**config.mk**
```make
export PLATFORM = sky130hd
export DESIGN_NAME = normshift_iter
export DESIGN_NICKNAME = d
export VERILOG_FILES = /design/src/rtl/normshift_iter.sv
export SDC_FILE = /design/constraint.sdc
export NUM_CORES = 1
export LEC_CHECK = 0
export CAP_MARGIN = 20
export CORE_MARGIN = 5
export CORE_UTILIZATION = 60
export CTS_BUF_LIST = sky130_fd_sc_hd__clkbuf_4 sky130_fd_sc_hd__clkbuf_8
export DETAILED_ROUTE_END_ITERATION = 10
export PLACE_DENSITY = 0.94
export SYNTH_ARGS = -nofsm -noshare
export SYNTH_HDL_FRONTEND = slang
export SYNTH_SLANG_ARGS = --single-unit
```
**constraint.sdc**
```tcl
create_clock -name clk -period 7.9 [get_ports clk]
set_input_delay 0.79 -clock clk [delete_from_list [all_inputs] [get_ports clk]]
set_output_delay 0.79 -clock clk [all_outputs]
set_load 0.01 [all_outputs]
```
**src/rtl/normshift_iter.sv**
```systemverilog
// Iterative normalization left-shifter: strips leading zeros up to STEP bits per cycle,
// stopping at a caller-supplied shift limit so subnormal results land on the minimum exponent.
module normshift_iter #(
   parameter int WIDTH = 64,
   parameter int EW    = 13,
   parameter int STEP  = 8,
   localparam int SW   = $clog2(WIDTH) + 1
) (
   input  logic             clk,
   input  logic             reset,
   input  logic             Flush,
   input  logic             InValid,
   output logic             InReady,
   input  logic [WIDTH-1:0] InMant,
   input  logic [EW-1:0]    InExp,
   input  logic [SW-1:0]    ShiftLimit,
   output logic             OutValid,
   input  logic             OutReady,
   output logic [WIDTH-1:0] Shifted,
   output logic [EW-1:0]    OutExp,
   output logic [SW-1:0]    ShiftAmt,
   output logic             Subnorm,
   output logic             Zero
);

   typedef enum logic [1:0] {S_IDLE, S_SHIFT, S_DONE} state_t;

   state_t           state_q, state_d;
   logic [WIDTH-1:0] mant_q, mant_d;
   logic [EW-1:0]    exp_q, exp_d;
   logic [SW-1:0]    rem_q, rem_d;
   logic [SW-1:0]    cnt_q, cnt_d;
   logic [WIDTH-1:0] shifted_q, shifted_d;
   logic [EW-1:0]    oexp_q, oexp_d;
   logic [SW-1:0]    amt_q, amt_d;
   logic             zero_q, zero_d;
   logic             subnorm_q, subnorm_d;

   logic [SW-1:0]    lz;
   logic [SW-1:0]    amt;
   logic             fin;

   always_ff @(posedge clk) begin
      if (reset) begin
         state_q   <= S_IDLE;
         mant_q    <= '0;
         exp_q     <= '0;
         rem_q     <= '0;
         cnt_q     <= '0;
         shifted_q <= '0;
         oexp_q    <= '0;
         amt_q     <= '0;
         zero_q    <= 1'b0;
         subnorm_q <= 1'b0;
      end else begin
         state_q   <= state_d;
         mant_q    <= mant_d;
         exp_q     <= exp_d;
         rem_q     <= rem_d;
         cnt_q     <= cnt_d;
         shifted_q <= shifted_d;
         oexp_q    <= oexp_d;
         amt_q     <= amt_d;
         zero_q    <= zero_d;
         subnorm_q <= subnorm_d;
      end
   end

   always_comb begin
      state_d   = state_q;
      mant_d    = mant_q;
      exp_d     = exp_q;
      rem_d     = rem_q;
      cnt_d     = cnt_q;
      shifted_d = shifted_q;
      oexp_d    = oexp_q;
      amt_d     = amt_q;
      zero_d    = zero_q;
      subnorm_d = subnorm_q;
      fin       = 1'b0;

      // Leading zeros within the top STEP-bit window; lowest set index wins.
      lz = SW'(STEP);
      for (int i = STEP - 1; i >= 0; i--) begin
         if (mant_q[WIDTH-1-i]) lz = SW'(i);
      end
      amt = (lz < rem_q) ? lz : rem_q;

      if (Flush) begin
         state_d = S_IDLE;
      end else begin
         case (state_q)
            S_IDLE: begin
               if (InValid) begin
                  mant_d  = InMant;
                  exp_d   = InExp;
                  rem_d   = ShiftLimit;
                  cnt_d   = '0;
                  state_d = S_SHIFT;
               end
            end
            S_SHIFT: begin
               if (mant_q == '0) begin
                  fin       = 1'b1;
                  zero_d    = 1'b1;
                  subnorm_d = 1'b0;
               end else if (mant_q[WIDTH-1]) begin
                  fin       = 1'b1;
                  zero_d    = 1'b0;
                  subnorm_d = 1'b0;
               end else if (rem_q == '0) begin
                  fin       = 1'b1;
                  zero_d    = 1'b0;
                  subnorm_d = 1'b1;
               end else begin
                  mant_d = mant_q << amt;
                  rem_d  = rem_q - amt;
                  cnt_d  = cnt_q + amt;
               end
               // Output registers only change on entry to DONE so they hold elsewhere.
               if (fin) begin
                  shifted_d = mant_q;
                  oexp_d    = exp_q - EW'(cnt_q);
                  amt_d     = cnt_q;
                  state_d   = S_DONE;
               end
            end
            S_DONE: begin
               if (OutReady) state_d = S_IDLE;
            end
            default: state_d = S_IDLE;
         endcase
      end
   end

   assign InReady  = (state_q == S_IDLE);
   assign OutValid = (state_q == S_DONE);
   assign Shifted  = shifted_q;
   assign OutExp   = oexp_q;
   assign ShiftAmt = amt_q;
   assign Subnorm  = subnorm_q;
   assign Zero     = zero_q;

endmodule

```
==> results.md, run 1 <==
- The critical-path maximum fanout is 59.
- The mean area per synthesized cell is 7.70 um2.
- Setup repair after global routing left no endpoint under its margin.
- The share of post-route cells with drive strength above 1 is 0.0454.
- The count of yosys warnings during synthesis is 0.
- The die covers 19,900 um2.
- The number of rows in the core area is 48.
- Compared with the post-synthesis result, the final layout area differs by 20.3%.
- The length of the first detailed-routing pass in iterations is 7.
- The worst endpoint data arrival time is 5.98 ns.
- The fraction of registers with async set/reset is 0.
- Measured against its own limit, the worst slew margin works out to 0.297.
- The combinational family with the most area after synthesis is compound AO/OA/AOI/OAI gates.
- For this run, the total global-route usage over all layers was measured as 0.335.
- The number of buffers inserted by hold repair at cts is 0.
- TritonCTS built the clock tree.
- The repair_antennas step left the layout with diodes totalling 0.
- In this run the deepest clock path goes through 2 buffers.
- Across the run, the number of max-cap violations was 0.
- Counting both buffers and inverters, the worst setup path holds a total of 2.
- The number of CTS-inserted buffers is 17.
- The via total after detailed routing is 11,253.
- Gates resized during post-CTS repair numbered 0.
- VDD sags by at most 0.174 mV.
- Setup violations remaining at the end of the flow were counted as 0.
- Clock tree synthesis selected as its root buffer the cell clkbuf_8.
- The share of the Yosys chip area taken by registers is 0.347.
- The critical path's slowest cell is buf_4.
- On the worst path, the slowest cell contributes a delay of 0.72 ns.
- The H-tree depth reported by CTS is 4.
- The net count of the finished layout is 1,553.
- For this run, the top clock speed supported by timing is 180 MHz.
- For the final routed database, the setup TNS stands at 0 ns.
- The fraction of synthesized area in multiplexers is 0.0591.
- The maximum number of pins on one net before global-route repair is 103.
- The number of clock sinks is 179.
- The post-CTS repair timing setup buffer count is 0.
- Dividing the final minimum period by the clock period gives 0.705.
- The number of enable flip-flop cells after synthesis is 0.
- The type of the worst setup path is reg -> reg.
- The effective utilization at floorplan is 0.603.
- At the pin with the least slew margin, the transition time is 1.05 ns.
- The compound-cell area share of the yosys netlist is 0.296.
- The most common cell type on the critical path is a21oi_1.
- The detailed-route vias per instance is 6.70.
- The kind of cell with the highest combined delay on the critical path is simple AND/OR/NAND/NOR gates.
- STA classifies the critical path startpoint as a flop.
- The adder-cell area share of the yosys netlist is 0.0288.
- The count of final hold-check violations is 0.
- The first global-routing pass estimated 54.9 mm of wire.
- The number of antenna violations at the first check in global routing was 0.
- The number of DRC markers after the initial detailed-route iteration is 1,992.
- Counting flops and latches in the post-synthesis netlist gives 179.
- For this run, design rule violations remaining after detail routing come to 0.
- The fraction of synthesized cell area in xor and xnor cells is 0.0119.
- The number of global-route vias before repair is 10,454.
- The sort of element at the end of the critical path is a flop.
- Clock-pin slew was measured on the worst setup and hold paths at 0.10 ns.
- Synthesis produced a netlist whose cell count is 1,342.
- The routability congestion estimate from global placement is 0.968.
- Port buffering added 176 buffers.
- The sum of net half-perimeters after detailed placement is 23.5 mm.
- The remaining global-route overflow is 0.
- In the layout the commonest cells are nand2_1 (208), dfxtp_1 (179), clkdlybuf4s50_1 (175).
- The die boundary height is 141 um.
- Subtracting the final worst setup slack from the clock period gives 5.57 ns.
- The flow ran to the end, and the final reports show no timing, DRC or antenna violations.
- For flop-to-flop paths, the worst setup slack is 2.33 ns.
- The count of final max-slew check failures is 0.
- The count of boundary I/O pins is 177.
- The simple-gate area share of the yosys netlist is 0.202.
- The horizontal die dimension is 141 um.
- The leading register cell type out of synthesis is dfxtp_1.
- In this run the remaining antenna-violating nets after routing total 0.
- The critical path goes through or4_4 -> nor2_1 -> ha_1 -> a211oi_1 -> nand3_1 -> and4_1 -> nor2_4 -> buf_4 -> inv_1 -> and2_1 -> fa_1 -> a21o_1 -> a21oi_1 -> nor2b_1 -> o21a_1 -> nor3_1 -> o21ai_0 -> a21oi_1.
- The later pin in the worst-skew pair is clocked with a latency of 0.50 ns.
- The final core utilization is 0.726.
- After synthesis, the netlist uses 62 different library cells.
- The worst min-delay path class is reg -> reg.
- The area of the core is 17,100 um2.
- The clock tree skew after final layout is 0.0134 ns.
- The leakage power of the design is 0.00451 uW.
- The area of the mapped netlist is 10,300 um2.
- At the worst endpoint, the required time is 8.32 ns.
- The power per cell area is 224 nW/um2.
- Dividing the detail-routed wire length by the instance count gives 20.5 um.
- The leading cell type in the layout, fill and taps excluded is nand2_1.
- The routed design has 34.4 mm of wire.
## worst register-to-register path, cell delays in order, from the launching register on
cell      delay [ns]
dfxtp_1         0.41
or4_4           0.57
nor2_1          0.22
ha_1            0.29
a211oi_1        0.34
nand3_1         0.15
and4_1          0.32
nor2_4          0.13
buf_4           0.72
inv_1           0.53
and2_1          0.33
fa_1            0.43
a21o_1          0.19
a21oi_1         0.22
nor2b_1         0.08
o21a_1          0.19
nor3_1          0.15
o21ai_0         0.10
a21oi_1         0.13
## flip-flops by register name, indices dropped and copies added, names as in the netlist
name,flops
ShiftAmt,7
rem_q,7
cnt_q,7
Subnorm,1
exp_q,13
OutExp,13
Zero,1
Shifted,64
mant_q,64
state_q,2
## kinds of logic after synthesis
group,count (synthesis)
other cells,1
simple gates,455
buf+inv,136
compound gates,474
flops,179
xor+xnor,14
mux,61
fa+ha+maj,22
## metrics by stage
step | instance area [um2] | worst slack (ns) | hold slack [ns] | power, uW | instances
finish | 12400 | 2.33 | 0.458 | 2780 | 1680
global route | 12400 | 2.16 | 0.477 | 2900 | 1680
global placement | 12000 | 2.67 | 0.440 | 2110 | 1647
detailed placement | 12000 | 2.50 | 0.445 | 2140 | 1647
floorplan | 10300 | 3.80 | 0.436 | 1860 | 1343
CTS | 12400 | 2.47 | 0.457 | 2740 | 1679
## power by group
group | total, uW | internal, uW | switching [uW]
combinational | 1150 | 427 | 726
sequential | 1010 | 945 | 65.8
clock | 618 | 241 | 377
total | 2780 | 1610 | 1170
## final timing paths
check / start / endpoint / cells past startpoint
max: mant_q[63] / cnt_q[6] / 18
min: Shifted[63] / Shifted[63] / 2
max reg2reg: mant_q[63] / cnt_q[6] / 18
min reg2reg: Shifted[63] / Shifted[63] / 2
## Yosys cell counts (all sizes together), types with 5 or more instances
library cell / count / share of area
a211oi: 27 / 0.020
a21o: 8 / 0.0058
a21oi: 161 / 0.078
a221oi: 5 / 0.0042
a22oi: 105 / 0.076
a311oi: 5 / 0.0042
a31oi: 58 / 0.035
a32oi: 6 / 0.0051
buf: 22 / 0.014
clkbuf: 89 / 0.032
dfxtp: 179 / 0.35
ha: 19 / 0.023
inv: 25 / 0.0091
mux2i: 61 / 0.059
nand2: 210 / 0.076
nand3: 106 / 0.051
nor2: 59 / 0.022
nor2b: 8 / 0.0048
nor3: 25 / 0.013
nor4: 18 / 0.013
o21ai: 28 / 0.014
o21bai: 47 / 0.034
xnor2: 8 / 0.0068
xor2: 6 / 0.0051
## cell type report
class / instances / area [um2]
Sequential cell: 179 / 3580
Tap cell: 225 / 282
Clock buffer: 19 / 255
Clock inverter: 13 / 118
Timing Repair Buffer: 191 / 1870
Fill cell: 1323 / 4690
Inverter: 25 / 93.8
Multi-Input combinational cell: 1028 / 6220
## routing by layer
layer	routed length [um]	GRT usage
met1	14000	0.460
met3	3600	0.0709
met2	15700	0.528
met4	1060	0.106
met5	0	0
Note: power is estimated with default switching activity, not from simulation.
==> run 2, diff against run 1 <==
--- a/config.mk
+++ b/config.mk
@@ -7,10 +7,10 @@
 export LEC_CHECK = 0
 export CAP_MARGIN = 20
 export CORE_MARGIN = 5
-export CORE_UTILIZATION = 60
+export CORE_UTILIZATION = 55
 export CTS_BUF_LIST = sky130_fd_sc_hd__clkbuf_4 sky130_fd_sc_hd__clkbuf_8
 export DETAILED_ROUTE_END_ITERATION = 10
-export PLACE_DENSITY = 0.94
+export PLACE_DENSITY = 0.87
 export SYNTH_ARGS = -nofsm -noshare
 export SYNTH_HDL_FRONTEND = slang
 export SYNTH_SLANG_ARGS = --single-unit
==> constraint.sdc (replaced) <==
create_clock -name clk -period 5.5 [get_ports clk]
set_input_delay 0.55 -clock clk [delete_from_list [all_inputs] [get_ports clk]]
set_output_delay 0.55 -clock clk [all_outputs]
set_load 0.01 [all_outputs]
==> run 2 against run 1 <==
  * Combinational power grew 43%
  * Routed wire length fell by 2.1%
  * Die area rose by 8.4%
  * Critical path depth down 3
  * Clock power grew 52%
  * Flip-flop and latch count is the same
  * Sequential power is 44% higher
  * Highest routed layer unchanged
  * Global-route usage decreased by 3.9 points
  * Largest power group unchanged
==> results.md, run 2 (same netlist as run 1, synthesis figures left out) <==
- Outcome: completed (unchanged).
- RSZ-0062 raised after global routing: no (unchanged).
- The number of global-route vias before repair is 10,172 (was 10,454).
- The worst-case headroom to the max-slew limit is 0.285 (was 0.297).
- The critical-path maximum fanout came to 16 (was 59).
- The transition time at the pin with the least slew margin is 1.06 ns (was 1.05 ns).
- The worst hold slack was 0.458 ns (about the same).
- The first-pass GRT wire length was 52.9 mm (was 54.9 mm).
- The sum of routed wire segments on met1 is 13.8 mm (was 14.0 mm).
- The worst endpoint required time is 5.85 ns (was 8.32 ns).
- The count of final hold-check violations was 0 (unchanged).
- The leading cell type in the layout, fill and taps excluded was nand2_1 (unchanged).
- The CTS tree is yes (unchanged).
- The sum of net half-perimeters after detailed placement is 23.8 mm (was 23.5 mm).
- The post-route cell area was 12,500 um2 (was 12,400 um2).
- The remaining global-route overflow came to 0 (unchanged).
- The launching element type of the critical path was a flop (unchanged).
- The routability congestion estimate from global placement is 0.994 (was 0.968).
- The total number of nets in the final design is 1,559 (was 1,553).
- The area of the die came to 21,600 um2 (was 19,900 um2).
- The final total negative setup slack came to 0 ns (unchanged).
- The worst setup path startpoint is mant_q[63] (unchanged).
- The worst-skew pair later-pin latency is 0.48 ns (was 0.50 ns).
- The type of the worst setup path is reg -> reg (unchanged).
- The wire length reported by the detailed router came to 33.6 mm (was 34.4 mm).
- The share of post-route cells with drive strength above 1 is 0.0486 (was 0.0454).
- The critical register-to-register path startpoint was mant_q[63] (unchanged).
- The number of clock sinks was 179 (unchanged).
- The clock tree skew after final layout is 0.0132 ns (was 0.0134 ns).
- The maximum number of pins on one net before global-route repair is 86 (was 103).
- The detailed-route vias per instance came to 6.54 (was 6.70).
- The post-CTS repair timing setup buffer count is 0 (unchanged).
- The average wire length per cell after detail routing was 19.8 um (was 20.5 um).
- The top layer used by detailed routing is met4 (unchanged).
- The number of buffers inserted by hold repair at cts is 0 (unchanged).
- The worst-case clock buffer depth is 2 (unchanged).
- The power per cell area came to 323 nW/um2 (was 224 nW/um2).
- The sort of element at the end of the critical path was a flop (unchanged).
- The clock-pin transition on the worst setup and hold timing paths is 0.10 ns (about the same).
- The number of rows in the core area is 50 (was 48).
- Commonest cells after routing, fill and taps aside: nand2_1 (208), dfxtp_1 (179), clkdlybuf4s50_1 (175) (unchanged).
- The die boundary height is 147 um (was 141 um).
- The post-CTS resize count is 0 (unchanged).
- The peak supply drop is 0.207 mV (was 0.174 mV).
- The overall routing resource usage came to 0.295 (was 0.335).
- The worst min-delay path class is reg -> reg (unchanged).
- The max-capacitance violation count is 0 (unchanged).
- The length of the first detailed-routing pass in iterations is 9 (was 7).
- Critical path, cell by cell: or4_4 -> nor2_1 -> ha_1 -> a211oi_1 -> and4b_1 -> o21ai_1 -> nand2_1 -> inv_1 -> ha_1 -> a21o_1 -> a21o_1 -> a211oi_1 -> o21ai_0 -> a2bb2oi_1 -> nor2_1 (was or4_4 -> nor2_1 -> ha_1 -> a211oi_1 -> nand3_1 -> and4_1 -> nor2_4 -> buf_4 -> inv_1 -> and2_1 -> fa_1 -> a21o_1 -> a21oi_1 -> nor2b_1 -> o21a_1 -> nor3_1 -> o21ai_0 -> a21oi_1).
- The count of placed standard cells in the final layout, fillers left out was 1,694 (was 1,680).
- The cell area after placement is 12,100 um2 (was 12,000 um2).
- The number of DRC markers after the initial detailed-route iteration is 1,730 (was 1,992).
- The critical path's slowest cell is or4_4 (was buf_4).
- The area of the core is 18,600 um2 (was 17,100 um2).
- The kind of cell with the highest combined delay on the critical path was simple AND/OR/NAND/NOR gates (unchanged).
- The number of CTS-inserted buffers was 17 (unchanged).
- The number of buffers added on ports came to 176 (unchanged).
- The leakage power of the design came to 0.00455 uW (was 0.00451 uW).
- The start point of the worst hold path is OutExp[4] (was Shifted[63]).
- The routed length on met3 is 3.50 mm (was 3.60 mm).
- The via total after detailed routing is 11,076 (was 11,253).
- The worst endpoint data arrival time is 5.14 ns (was 5.98 ns).
- The clock root buffer is clkbuf_8 (unchanged).
- The number of antenna violations at the first check in global routing was 0 (unchanged).
- The highest cell delay on the worst timing path is 0.58 ns (was 0.72 ns).
- The highest clock rate is 209 MHz (was 180 MHz).
- The count of endpoints failing setup in the final report is 0 (unchanged).
- The routed length on met2 is 15.2 mm (was 15.7 mm).
- The post-route fraction of the period consumed by the critical path is 0.872 (was 0.705).
- The cell count after placement came to 1,662 (was 1,647).
- The minimum clock period is 4.79 ns (was 5.57 ns).
- The horizontal die dimension came to 147 um (was 141 um).
- The count of final max-slew check failures is 0 (unchanged).
- The number of design rule violations left after detail routing is 0 (unchanged).
- The count of boundary I/O pins is 177 (unchanged).
- The reg-to-reg setup timing slack came to 0.71 ns (was 2.33 ns).
- The effective utilization at floorplan was 0.556 (was 0.603).
- The area overhead of the layout relative to synthesis is 21.1% (was 20.3%).
- The number of inserted diodes was 0 (unchanged).
- The critical path buffer and inverter count came to 1 (was 2).
- The H-tree depth reported by CTS came to 4 (unchanged).
- The count of nets left with antenna violations after detail routing was 0 (unchanged).
## run 2: cell count changes in the layout (fill, tap and decap cells not counted)
cell / delta
buf_4: +6
bufinv_16: +2
clkinv_4: -2
clkinvlp_4: +1
inv_8: -2
## run 2: worst paths after layout
path	end	depth (start not counted)
max	rem_q[5]	15
min	OutExp[4]	2
max reg2reg	rem_q[5]	15
min reg2reg	OutExp[4]	2
## run 2: cell type report
type / instances / area, um2
well taps: 234 / 293
repair buffers: 197 / 1920
multi-input cells: 1028 / 6220
inverters: 25 / 93.8
clock inverters: 12 / 145
flip-flops and latches: 179 / 3580
clock buffers: 19 / 255
fillers: 1575 / 6070
## run 2: per-stage QoR
step / total power, uW / setup WS, ns / utilization
global route: 4240 / 0.314 / 0.673
detailed placement: 3070 / 0.750 / 0.651
finish: 4040 / 0.706 / 0.673
CTS: 3990 / 0.781 / 0.673
global placement: 3040 / 0.933 / 0.651
floorplan: 2680 / 1.40 / -
## run 2: layer usage
layer	vias to the layer above	global-route usage
met5	-	0
met4	0	0.106
met3	104	0.0771
met2	690	0.457
met1	5123	0.401
li1	5159	-
## run 2: worst reg2reg max path: cells and delay by family, from the launching register on
family,cells,cell delay [ns]
and+or+nand+nor,5,1.63
DFF,1,0.42
AOI/OAI and AO/OA,7,1.53
buffers and inverters,1,0.41
adders and majority gates,2,0.68
## run 2: where the power goes
part | switching [uW] | internal (uW)
logic | 1030 | 622
registers | 93.4 | 1360
clock network | 513 | 427
